### src/rtl/apb_cfg_arbiter.sv
// Two-requester round-robin arbiter driving a fixed-length APB master.
// Ports: pclk/prst, req0_*/req1_* requests, rsp0_*/rsp1_* completions, APB bus, busy.
module apb_cfg_arbiter #(
  parameter int ADDR_W = 12,
  parameter int DATA_W = 32
) (
  input  logic              pclk,
  input  logic              prst,
  input  logic              req0_valid,
  input  logic              req0_write,
  input  logic [ADDR_W-1:0] req0_addr,
  input  logic [DATA_W-1:0] req0_wdata,
  output logic              req0_ready,
  input  logic              req1_valid,
  input  logic              req1_write,
  input  logic [ADDR_W-1:0] req1_addr,
  input  logic [DATA_W-1:0] req1_wdata,
  output logic              req1_ready,
  output logic              rsp0_valid,
  output logic [DATA_W-1:0] rsp0_rdata,
  output logic              rsp1_valid,
  output logic [DATA_W-1:0] rsp1_rdata,
  output logic              psel,
  output logic              penable,
  output logic              pwrite,
  output logic [ADDR_W-1:0] paddr,
  output logic [DATA_W-1:0] pwdata,
  input  logic [DATA_W-1:0] prdata,
  output logic              busy
);

  typedef enum logic [1:0] {
    IDLE,
    SETUP,
    ACCESS
  } state_t;

  state_t state;
  logic   last_gnt;
  logic   cur_id;
  logic   gnt0;
  logic   gnt1;

  // last_gnt=1 means requester 1 won the previous grant,
  // so requester 0 takes the next tie.
  always_comb begin
    gnt0 = 1'b0;
    gnt1 = 1'b0;
    if (state == IDLE && !prst) begin
      unique case (1'b1)
        (req0_valid && req1_valid): begin
          gnt0 = last_gnt;
          gnt1 = !last_gnt;
        end
        (req0_valid && !req1_valid): gnt0 = 1'b1;
        (!req0_valid && req1_valid): gnt1 = 1'b1;
        default: ;
      endcase
    end
  end

  assign req0_ready = gnt0;
  assign req1_ready = gnt1;

  always_ff @(posedge pclk) begin
    if (prst) begin
      state      <= IDLE;
      last_gnt   <= 1'b1;
      cur_id     <= 1'b0;
      psel       <= 1'b0;
      penable    <= 1'b0;
      pwrite     <= 1'b0;
      paddr      <= '0;
      pwdata     <= '0;
      busy       <= 1'b0;
      rsp0_valid <= 1'b0;
      rsp1_valid <= 1'b0;
      rsp0_rdata <= '0;
      rsp1_rdata <= '0;
    end else begin
      rsp0_valid <= 1'b0;
      rsp1_valid <= 1'b0;
      unique case (state)
        IDLE: begin
          if (gnt0 || gnt1) begin
            state    <= SETUP;
            psel     <= 1'b1;
            penable  <= 1'b0;
            busy     <= 1'b1;
            cur_id   <= gnt1;
            last_gnt <= gnt1;
            pwrite   <= gnt1 ? req1_write : req0_write;
            paddr    <= gnt1 ? req1_addr : req0_addr;
            pwdata   <= gnt1 ? req1_wdata : req0_wdata;
          end
        end
        SETUP: begin
          state   <= ACCESS;
          penable <= 1'b1;
        end
        ACCESS: begin
          state   <= IDLE;
          psel    <= 1'b0;
          penable <= 1'b0;
          busy    <= 1'b0;
          // prdata is captured on the edge that closes ACCESS
          if (cur_id) begin
            rsp1_valid <= 1'b1;
            rsp1_rdata <= pwrite ? '0 : prdata;
          end else begin
            rsp0_valid <= 1'b1;
            rsp0_rdata <= pwrite ? '0 : prdata;
          end
        end
        default: begin
          state   <= IDLE;
          psel    <= 1'b0;
          penable <= 1'b0;
          busy    <= 1'b0;
        end
      endcase
    end
  end

endmodule

### config.mk
export PLATFORM = sky130hd
export DESIGN_NAME = apb_cfg_arbiter
export DESIGN_NICKNAME = d
export VERILOG_FILES = /design/src/rtl/apb_cfg_arbiter.sv
export SDC_FILE = /design/constraint.sdc
export NUM_CORES = 1
export LEC_CHECK = 0
export ABC_AREA = 1
export ABC_CLOCK_PERIOD_IN_PS = 1900
export CAP_MARGIN = 10
export CORE_ASPECT_RATIO = 1.75
export CORE_MARGIN = 2
export CORE_UTILIZATION = 40
export CTS_CLUSTER_DIAMETER = 30
export DETAILED_ROUTE_END_ITERATION = 12
export GPL_ROUTABILITY_DRIVEN = 0
export PLACE_DENSITY = 0.84
export SLEW_MARGIN = 20
export SYNTH_ARGS = -nofsm -noshare
export SYNTH_HDL_FRONTEND = slang
export SYNTH_SLANG_ARGS = --single-unit
### constraint.sdc
create_clock -name pclk -period 1.9 [get_ports pclk]
set_clock_uncertainty 0.2 [all_clocks]
set_input_delay 0.475 -clock pclk [delete_from_list [all_inputs] [get_ports pclk]]
set_output_delay 0.475 -clock pclk [all_outputs]
set_load 0.01 [all_outputs]
==> summary.md <==
| Metric | Value |
|---|---|
| WP data required | `1220 ps` |
| Worst slew margin relative to its limit | `62.7%` |
| Least-Margin Pin Slew | `559 ps` |
| MaxCap Viol Count | `0` |
| Final worst setup slack | `54.6 ps` |
| Area post-placement | `7800 µm²` |
| 1st-pass router iterations | `5` |
| Via count | `5553` |
| FMAX | `0.542 GHz` |
| Setup-failing EPs final | `0` |
| IO Pins | `242` |
| CTS tree | `yes` |
| Cts hold-fix bufs | `0` |
| Buffers on Ports | `241` |
| Post-route ant nets | `0` |
| Initial antenna violation count | `1` |
| PD cells | `870 nW/µm²` |
| Tot GR Track Use | `23.1%` |
| Worst Hold Slack | `257 ps` |
| Via density | `4.73` |
| # rows | `55` |
| Clk root buf | `clkbuf_16` |
| Wirelength, routed | `16300 µm` |
| Area growth syn-to-layout | `58.4%` |
| First-pass GRT wire length | `26100 µm` |
| Largest net degree at the start of global routing | `55` |
| Die ar. | `14000 µm²` |
| Leak pwr | `4.23 nW` |
| Hold crit path type | `register to register` |
| Core area | `12900 µm²` |
| Clk sink count | `116` |
| Clock Path Buffers | `2` |
| Dpl ws | `-636 ps` |
| Non-filler cells, final | `1173` |
| Global route overflow | `0` |
| Dpl cells | `1140` |
| Vias in the first global route | `5304` |
| Final Cycle Share | `97.1%` |
| Status | `finished, final reports clean` |
| Clock latency at the later pin of the worst-skew pair | `400 ps` |
| Tmin final | `1850 ps` |
| Worst Path Max Fanout | `3` |
| Final Net Count | `1114` |
| Worst setup path class | `primary input to primary output` |
| Max Slew Vio Count | `0` |
| Clock slew at reported path FFs | `50 ps` |
| #FFs+latches synth | `116` |
| Reg area | `2320 µm²` |
| CP Launch Type | `primary input` |
| Share of cells above drive strength 1 | `6.59%` |
| Multi-input gate area | `2360 µm²` |
| WL per Instance | `13.9 µm` |
| Crit end category | `primary output` |
| DRC Markers | `0` |
| VDD IR max | `0.000556 V` |
| TritonCTS Buffers | `17` |
| Die width | `90.3 µm` |
| Synth warn | `0` |
| Initial DRC count | `193` |
| Syn_area_per_cell | `6.83 µm²` |
| Fillers | `1184` |
| H-tree Lvls | `4` |
| Distinct cells, synth | `19` |
| DP HPWL | `11400 µm` |
| Design area | `8260 µm²` |
| Die height | `155 µm` |
| Syn Nets | `890` |
| Pwr Total | `7.19 mW` |
| Final Hold Fails | `0` |
| Seq/Total Area, Yosys | `44.5%` |
| Cells after Synth | `764` |
| Worst Path Arrival | `1170 ps` |
| Starting Density | `40.5%` |
| Synthesized area | `5220 µm²` |
[final cells by class]
| type | count | area share [%] |
|---|---|---|
| multi-input cells | 521 | 28.6 |
| repair buffers | 262 | 30.2 |
| well taps | 171 | 2.59 |
| flip-flops and latches | 116 | 28.1 |
| diodes | 1 | 0.0303 |
| inverters | 70 | 3.18 |
| clock buffers | 17 | 5.15 |
| clock inverters | 15 | 2.18 |
[kinds of logic after synthesis]
group | count (synthesis) | share of synthesized area [%]
compound gates | 152 | 14.8
flops | 116 | 44.5
buf+inv | 127 | 10.5
simple gates | 369 | 30.2
[through the flow]
step	utilization [%]	TNS, ps
2_1_floorplan	-	0
3_3_place_gp	60.6	-26720
3_5_place_dp	60.6	-28750
4_1_cts	64.1	0
5_1_grt	64.2	-25.3
6_report	64.2	0
[worst max-delay path: stages]
cell,delay (ps)
dlygate4sd2_1,260
nand2_1,90
nand4_1,130
inv_1,70
buf_2,140
[registers in the layout, summed over array words and instances, names as in the netlist]
register    flops
cur_id          1
penable         1
paddr          12
busy            1
rsp0_valid      1
rsp1_rdata     32
rsp0_rdata     32
state           1
pwrite          1
last_gnt        1
pwdata         32
rsp1_valid      1
[final timing paths]
check | slack (ps) | cells past startpoint | endpoint | startpoint
worst min-delay path | 260 | 2 | rsp1_rdata[18]$_SDFFE_PP0P_ | rsp1_rdata[18]$_SDFFE_PP0P_
worst max register to register | 180 | 8 | pwdata[7]$_SDFFE_PP0P_ | penable$_SDFFE_PP0P_
worst min register to register | 260 | 2 | rsp1_rdata[18]$_SDFFE_PP0P_ | rsp1_rdata[18]$_SDFFE_PP0P_
worst max-delay path | 50 | 5 | req1_ready | req0_valid
[per-layer routing]
| metal | wire, µm | vias to the layer above | track usage [%] |
|---|---|---|---|
| met5 | 0 | - | 0 |
| met4 | 607 | 0 | 10.9 |
| met3 | 713 | 36 | 4.55 |
| met2 | 8760 | 188 | 42.9 |
| met1 | 6200 | 2485 | 24.9 |
| li1 | - | 2844 | - |
[synthesized netlist by cell type]
cell type | instances | share of area (%)
nor2_1 | 190 | 14
nand2_1 | 126 | 9.1
dfxtp_1 | 116 | 45
o21ai_0 | 106 | 10
inv_1 | 69 | 5.0
a21oi_1 | 45 | 4.3
nand3b_1 | 44 | 6.3
clkbuf_1 | 31 | 2.2
buf_2 | 19 | 1.8
buf_6 | 6 | 1.3
nand3_1 | 3 | 0.29
nor2_2 | 2 | 0.24
a21oi_4 | 1 | 0.31
buf_4 | 1 | 0.14
inv_2 | 1 | 0.072
nand2_2 | 1 | 0.12
nand4_1 | 1 | 0.12
nor2_4 | 1 | 0.22
nor3_1 | 1 | 0.096
[where the power goes]
part	internal (mW)	switching (mW)	leakage, nW
combinational	0.635	0.646	3.01
clock	2.07	1.17	0.278
sequential	2.60	0.0707	0.947
[cell usage in the layout, fill, tap and decap left out, drive strengths merged]
master / count
inv: 72
nor2: 193
dfxtp: 116
nand4: 1
dlygate4sd2: 116
o21ai: 106
nor3: 1
clkdlybuf4s15: 1
clkinv: 4
clkinvlp: 6
diode: 1
a21oi: 46
nand3b: 44
clkdlybuf4s50: 122
bufinv: 3
buf: 23
clkbuf: 17
nand2: 127
nand3: 3
[repair_timing]
item	CTS	global route
setup endpoints to repair	145	3
pin swaps	1	2
endpoints found under the hold margin	0	0
gates resized for setup	127	4
setup buffers	0	0
Power figures use the tool's default switching activity.
